$ cat src/rtl/audio_pkg.sv
// audio_pkg
// Shared definitions for the audio playback path: memory geometry of the
// 128K x 16 sample memory and the player state encoding.
package audio_pkg;

    localparam int ADDR_W    = 17;
    localparam int DATA_W    = 16;
    localparam int MEM_DEPTH = 131072;

    typedef enum logic [1:0] {
        IDLE  = 2'd0,
        RUN   = 2'd1,
        DRAIN = 2'd2,
        FLUSH = 2'd3
    } player_state_e;

endpackage

$ cat src/rtl/audio_sample_fifo.sv
// audio_sample_fifo
// Synchronous show-ahead FIFO. The head entry is visible on head_o whenever
// the FIFO is not empty. When empty, head_o is 0.
// Ports:
//   clk, reset_n   clock, asynchronous active-low reset (control only)
//   push_i         write push_data_i (ignored when full or flushing)
//   push_data_i    data to write
//   pop_i          drop the head entry (ignored when empty or flushing)
//   flush_i        empty the FIFO at the next edge; wins over push/pop
//   head_o         current head entry
//   count_o        number of stored entries
//   empty_o/full_o occupancy flags
module audio_sample_fifo #(
    parameter int DATA_W = 16,
    parameter int DEPTH  = 4
) (
    input  logic                       clk,
    input  logic                       reset_n,
    input  logic                       push_i,
    input  logic [DATA_W-1:0]          push_data_i,
    input  logic                       pop_i,
    input  logic                       flush_i,
    output logic [DATA_W-1:0]          head_o,
    output logic [$clog2(DEPTH):0]     count_o,
    output logic                       empty_o,
    output logic                       full_o
);

    localparam int PTR_W = $clog2(DEPTH);
    localparam int CNT_W = PTR_W + 1;

    logic [DATA_W-1:0] mem_q [DEPTH];
    logic [PTR_W-1:0]  wr_ptr_q, wr_ptr_d;
    logic [PTR_W-1:0]  rd_ptr_q, rd_ptr_d;
    logic [CNT_W-1:0]  count_q, count_d;
    logic              do_push, do_pop;

    always_comb begin
        empty_o  = (count_q == '0);
        full_o   = (count_q == CNT_W'(DEPTH));
        do_push  = push_i && !full_o && !flush_i;
        do_pop   = pop_i && !empty_o && !flush_i;
        wr_ptr_d = wr_ptr_q;
        rd_ptr_d = rd_ptr_q;
        count_d  = count_q;
        if (flush_i) begin
            wr_ptr_d = '0;
            rd_ptr_d = '0;
            count_d  = '0;
        end else begin
            // Pointers wrap naturally because DEPTH is a power of two.
            if (do_push) wr_ptr_d = wr_ptr_q + PTR_W'(1);
            if (do_pop)  rd_ptr_d = rd_ptr_q + PTR_W'(1);
            case ({do_push, do_pop})
                2'b10:   count_d = count_q + CNT_W'(1);
                2'b01:   count_d = count_q - CNT_W'(1);
                default: count_d = count_q;
            endcase
        end
        // Gate the head so the output is a clean 0 when nothing is stored.
        head_o  = empty_o ? '0 : mem_q[rd_ptr_q];
        count_o = count_q;
    end

    always_ff @(posedge clk or negedge reset_n) begin
        if (!reset_n) begin
            wr_ptr_q <= '0;
            rd_ptr_q <= '0;
            count_q  <= '0;
        end else begin
            wr_ptr_q <= wr_ptr_d;
            rd_ptr_q <= rd_ptr_d;
            count_q  <= count_d;
        end
    end

    always_ff @(posedge clk) begin
        if (do_push) mem_q[wr_ptr_q] <= push_data_i;
    end

endmodule

$ cat src/rtl/audio_memory_player.sv
// audio_memory_player
// Playback sequencer for the audio sample memory. Reads a programmable,
// inclusive address window one word per cycle, buffers returned samples in
// a small FIFO and streams them out as an Avalon-ST source.
// Ports:
//   clk, reset_n            clock, asynchronous active-low reset
//   start, stop             one-cycle control pulses
//   loop_en                 wrap to start_addr after end_addr
//   start_addr, end_addr    window bounds, captured when start is accepted
//   mem_address,
//   mem_chipselect          memory read request
//   mem_readdata            memory data, READ_LATENCY cycles after request
//   src_data, src_valid,
//   src_ready               sample stream toward the codec
//   busy                    player not idle
//   done                    one-cycle pulse when a one-shot window finishes
module audio_memory_player #(
    parameter int ADDR_W       = audio_pkg::ADDR_W,
    parameter int DATA_W       = audio_pkg::DATA_W,
    parameter int FIFO_DEPTH   = 4,
    parameter int READ_LATENCY = 1
) (
    input  logic              clk,
    input  logic              reset_n,
    input  logic              start,
    input  logic              stop,
    input  logic              loop_en,
    input  logic [ADDR_W-1:0] start_addr,
    input  logic [ADDR_W-1:0] end_addr,
    output logic [ADDR_W-1:0] mem_address,
    output logic              mem_chipselect,
    input  logic [DATA_W-1:0] mem_readdata,
    output logic [DATA_W-1:0] src_data,
    output logic              src_valid,
    input  logic              src_ready,
    output logic              busy,
    output logic              done
);
    import audio_pkg::*;

    localparam int CNT_W = $clog2(FIFO_DEPTH) + 1;
    localparam int IFL_W = $clog2(READ_LATENCY + 1);
    localparam int CRD_W = CNT_W + 1;

    player_state_e           state_q, state_d;
    logic [ADDR_W-1:0]       ptr_q, ptr_d;
    logic [ADDR_W-1:0]       start_q, end_q;
    logic [READ_LATENCY-1:0] infl_q, infl_d;
    logic [IFL_W-1:0]        infl_cnt;
    logic [CRD_W-1:0]        credit_used;
    logic [CNT_W-1:0]        fifo_count;
    logic [DATA_W-1:0]       fifo_head;
    logic                    fifo_empty, fifo_full;
    logic                    fifo_push, fifo_pop, fifo_flush;
    logic                    issue, stop_acc, load, done_c;

    function automatic logic [IFL_W-1:0] count_ones(input logic [READ_LATENCY-1:0] v);
        logic [IFL_W-1:0] n;
        n = '0;
        for (int i = 0; i < READ_LATENCY; i++) n = n + IFL_W'(v[i]);
        return n;
    endfunction

    always_comb begin
        infl_cnt    = count_ones(infl_q);
        // Every outstanding read already owns a FIFO slot, so the FIFO can
        // never overflow and the memory needs no stall signal.
        credit_used = CRD_W'(infl_cnt) + CRD_W'(fifo_count);
        stop_acc    = stop && ((state_q == RUN) || (state_q == DRAIN));
        issue       = (state_q == RUN) && !stop && !fifo_full &&
                      (credit_used < CRD_W'(FIFO_DEPTH));
        // Flush on the stop cycle itself so src_valid drops on the next cycle.
        fifo_flush  = stop_acc || (state_q == FLUSH);
        fifo_push   = infl_q[READ_LATENCY-1] && !fifo_flush;
        fifo_pop    = !fifo_empty && src_ready;

        infl_d[0] = issue;
        for (int i = 1; i < READ_LATENCY; i++) infl_d[i] = infl_q[i-1];
    end

    always_comb begin
        state_d = state_q;
        ptr_d   = ptr_q;
        load    = 1'b0;
        done_c  = 1'b0;
        case (state_q)
            IDLE: begin
                if (start) begin
                    state_d = RUN;
                    ptr_d   = start_addr;
                    load    = 1'b1;
                end
            end
            RUN: begin
                if (stop) begin
                    state_d = FLUSH;
                end else if (issue) begin
                    if (ptr_q == end_q) begin
                        if (loop_en) ptr_d = start_q;
                        else         state_d = DRAIN;
                    end else begin
                        // Modulo 2^ADDR_W, so windows may wrap through 0.
                        ptr_d = ptr_q + ADDR_W'(1);
                    end
                end
            end
            DRAIN: begin
                if (stop) begin
                    state_d = FLUSH;
                end else if ((infl_cnt == '0) && fifo_empty) begin
                    done_c  = 1'b1;
                    state_d = IDLE;
                end
            end
            FLUSH: begin
                if (infl_cnt == '0) state_d = IDLE;
            end
            default: state_d = IDLE;
        endcase
    end

    always_ff @(posedge clk or negedge reset_n) begin
        if (!reset_n) begin
            state_q <= IDLE;
            ptr_q   <= '0;
            infl_q  <= '0;
        end else begin
            state_q <= state_d;
            ptr_q   <= ptr_d;
            infl_q  <= infl_d;
        end
    end

    // Window bounds are only meaningful after an accepted start.
    always_ff @(posedge clk) begin
        if (load) begin
            start_q <= start_addr;
            end_q   <= end_addr;
        end
    end

    audio_sample_fifo #(
        .DATA_W (DATA_W),
        .DEPTH  (FIFO_DEPTH)
    ) u_fifo (
        .clk         (clk),
        .reset_n     (reset_n),
        .push_i      (fifo_push),
        .push_data_i (mem_readdata),
        .pop_i       (fifo_pop),
        .flush_i     (fifo_flush),
        .head_o      (fifo_head),
        .count_o     (fifo_count),
        .empty_o     (fifo_empty),
        .full_o      (fifo_full)
    );

    assign mem_address    = ptr_q;
    assign mem_chipselect = issue;
    assign src_valid      = !fifo_empty;
    assign src_data       = fifo_head;
    assign busy           = (state_q != IDLE);
    assign done           = done_c;

endmodule
$ cat config.mk
export PLATFORM = sky130hd
export DESIGN_NAME = audio_memory_player
export DESIGN_NICKNAME = d
export VERILOG_FILES = /design/src/rtl/audio_pkg.sv /design/src/rtl/audio_sample_fifo.sv /design/src/rtl/audio_memory_player.sv
export SDC_FILE = /design/constraint.sdc
export NUM_CORES = 1
export LEC_CHECK = 0
export CAP_MARGIN = 20
export CELL_PAD_IN_SITES_DETAIL_PLACEMENT = 1
export CELL_PAD_IN_SITES_GLOBAL_PLACEMENT = 2
export CORE_MARGIN = 5
export CORE_UTILIZATION = 38
export DETAILED_ROUTE_END_ITERATION = 16
export PLACE_DENSITY = 0.88
export SLEW_MARGIN = 20
export SYNTH_ARGS = -nofsm -noshare
export SYNTH_HDL_FRONTEND = slang
export SYNTH_HIERARCHICAL = 1
export SYNTH_SLANG_ARGS = --single-unit
$ cat constraint.sdc
create_clock -name clk -period 2.8 [get_ports clk]
set_input_delay 0.28 -clock clk [delete_from_list [all_inputs] [get_ports clk]]
set_output_delay 0.28 -clock clk [all_outputs]
set_load 0.01 [all_outputs]
==> flow_summary.yaml <==
global_route:
  grt_overflow: 0
  grt_pass1_vias: 4247
  grt_pass1_wl_um: 23400
  antenna_found_initial: 0
  grt.total_usage: 0.170
  grt_max_degree: 35
layout:
  drive_gt1_frac: 0.175
  seq_area_um2: 3620
  nFillCells: 1502
  synthToLayoutAreaGrowth_pct: 31.4
  final_area_um2: 7670
  nets: 584
  diodes: 0
  multi_input_area_um2: 2040
  utilization: 0.506
critical_path:
  critPathSlowestCell: "mux4_2"
  required_ps: 2520
  r2r_end: "u_fifo/count_o[1]"
  crit_type: "reg -> out"
  r2r_cells: 9
  path_cells: "buf_4 > mux4_2 > nor2b_1 > clkdlybuf4s50_1"
  critPathCaptureType: "primary output"
  r2r_setup_slack_ps: 200
  startpoint_type: "flop"
  crit_path_start: "u_fifo/rd_ptr_q[0]"
  reg2reg_from: "state_q[1]"
  max_stage_delay_ps: 550
  crit_path_end: "src_data[11]"
  cp_data_arrival_time_ps: 2340
  crit_fanout: 16
timing:
  relSlewSlack: 0.678
  layout_worst_path_cycle_share: 0.936
  skew_ps: 8.93
  grt_setup_unrepaired: "false"
  layout_min_cycle_time_ps: 2620
  worst_pin_slew_ps: 484
  setup_tns_ps: 0
  finalHoldViolations: 0
  fmax_mhz: 381
  maxSlewViolCount: 0
  hold_ws_ps: 263
  finalSetupViolCount: 0
floorplan:
  die_area_um2: 17900
  die_h_um: 134
  io_pins: 93
  start_util: 0.385
  fp-row-count: 45
  core-area_um2: 15100
  die_width_um: 134
placement:
  placed_area_um2: 7040
  dpl.hpwl_um: 9800
  io_buffers: 92
  gp_congestion: 0.779
logic_synthesis:
  ys_ff_latch: 125
  synthDistinctLibCells: 53
  netlist_area_um2: 5840
  synth-async-reset-ratio: 0.216
  synth.avg_cell_area_um2: 14.4
  yosys_warnings: 6
  ys.flop_type: "edfxtp_1"
  synth_edf_count: 98
  ys_seq_area_frac: 0.620
  syn_inst: 405
  synth_nets: 472
min_path:
  hp-class: "in -> async"
detailed_routing:
  vias: 3772
  ant_nets: 0
  first_pass_iters: 4
  wire_per_inst_um: 20.1
  vias_per_cell: 5.25
  wirelength_um: 14400
  drtIter0Drc: 191
  route.detailed.drc: 0
cts:
  cts_root_buffer: "clkbuf_16"
  clkSinkCount: 125
  post_cts_buffers: 0
  cts_tree: "yes"
  cts.clk_slew.worst_paths_ps: 60
  cts_htree_levels: 4
  clock_latency_ps: 420
  hold_buffers: 0
  cts_max_path_buffers: 2
  numCtsBuffers: 17
run:
  maxCapViolCount: 0
power:
  fin_total_pwr_w: 0.00719
  p_leak_nw: 2.79
  ir_worst_vdd_mv: 0.570
  cellPowerDensity_nw_per_um2: 937
outcome:
  status: "complete, no violations"
-- cells by family (layout without fill, tap and decap cells) --
group,Yosys count,count (layout),share of synthesized area
flops,125,125,0.620
simple gates,117,117,0.107
compound gates,48,48,0.0720
buf+inv,36,161,0.0326
xor+xnor,35,35,0.0525
mux,33,33,0.0911
fa+ha+maj,11,11,0.0249
-- cells in the final DEF (no fill, tap or decap), types with 2 or more instances in the layout --
master,n
edfxtp_1,98
a21oi_1,10
clkinv_4,4
and2_1,5
buf_4,22
o211ai_2,10
nor2b_1,18
o311ai_0,2
mux2i_1,16
mux4_2,16
bufinv_16,4
nand4_1,7
and4_1,3
clkdlybuf4s50_1,91
a31oi_1,2
xor2_1,7
xnor2_1,28
nand3_1,25
or3_1,3
dfrtp_1,26
inv_1,12
o211ai_1,7
clkinv_2,5
o21ai_0,3
nor3_2,2
nor2_1,12
clkbuf_16,17
ha_1,10
nand2b_1,3
nand2_1,27
nor3_1,4
-- state kept, by name, indices dropped and copies added (netlist names) --
signal,flops
end_q,17
infl_q,1
state_q,2
mem_address,17
u_fifo/count_o,3
start_q,17
u_fifo/mem_q,64
u_fifo/wr_ptr_q,2
u_fifo/rd_ptr_q,2
-- layer usage --
| metal | vias up | share of wire | global-route usage | routed length, um |
|---|---|---|---|---|
| met2 | 85 | 0.50 | 0.286 | 7270 |
| met3 | 14 | 0.047 | 0.0548 | 670 |
| met1 | 1930 | 0.44 | 0.212 | 6300 |
| li1 | 1743 | - | - | - |
| met4 | 0 | 0.011 | 0.0486 | 160 |
| met5 | - | 0 | 0 | 0 |
-- metrics by stage --
stage | setup slack, ps | cells
2_1_floorplan | 106 | 405
3_3_place_gp | 181 | 686
3_5_place_dp | 81.3 | 686
4_1_cts | 117 | 718
5_1_grt | 1.51 | 718
6_report | 178 | 718
-- cell type report --
cell class / count / share of cell area
Sequential cell: 125 / 0.472
Clock buffer: 17 / 0.0555
Timing Repair Buffer: 115 / 0.144
Tap cell: 188 / 0.0307
Multi-Input combinational cell: 244 / 0.265
Inverter: 14 / 0.00685
Clock inverter: 15 / 0.0256
-- synth_stat cells (all sizes together) (2+ instances only) --
master | number | area share
o211ai | 17 | 0.030
nand2b | 3 | 0.0032
and2 | 5 | 0.0054
mux4 | 16 | 0.062
buf | 14 | 0.018
nand3 | 25 | 0.021
clkbuf | 8 | 0.0051
o21a | 2 | 0.0039
nor3b | 2 | 0.0034
dfrtp | 27 | 0.12
and4 | 3 | 0.0045
nand2 | 27 | 0.017
o311ai | 2 | 0.0030
edfxtp | 98 | 0.50
xor2 | 7 | 0.011
nor2 | 12 | 0.0077
ha | 10 | 0.021
or3 | 3 | 0.0032
nor2b | 18 | 0.019
inv | 13 | 0.0084
a21oi | 10 | 0.0086
mux2i | 16 | 0.027
a31oi | 3 | 0.0058
nand4 | 7 | 0.0075
xnor2 | 28 | 0.042
o21ai | 3 | 0.0026
nor3 | 6 | 0.0060
-- worst max-delay path: cells and delay by family (launching register included) --
| family | cells | cell delay (ps) |
|---|---|---|
| mux | 1 | 550 |
| simple gates | 1 | 150 |
| buf+inv | 2 | 810 |
| flops | 1 | 390 |
-- repair_timing --
item / CTS / global route
gates resized for setup: 2 / 3
endpoints found under the setup margin: 1 / 66
pin swaps: 0 / 0
-- report_power, final --
group / total [W] / internal, W / leakage (nW) / switching (W)
combinational: 0.00220 / 0.00104 / 1.25 / 0.00116
sequential: 0.00267 / 0.00233 / 1.23 / 0.000340
clock: 0.00232 / 0.00149 / 0.307 / 0.000831
total: 0.00719 / 0.00486 / 2.79 / 0.00233
-- worst min path at each step --
stage,start,endpoint,slack (ps)
6_report,reset_n,mem_address[16],260
5_1_grt,reset_n,mem_address[7],290
4_1_cts,reset_n,mem_address[6],270
3_5_place_dp,start_q[5],mem_address[5],540
3_3_place_gp,start_q[8],mem_address[8],530
2_1_floorplan,reset_n,infl_q,-20
Power figures use the tool's default switching activity.
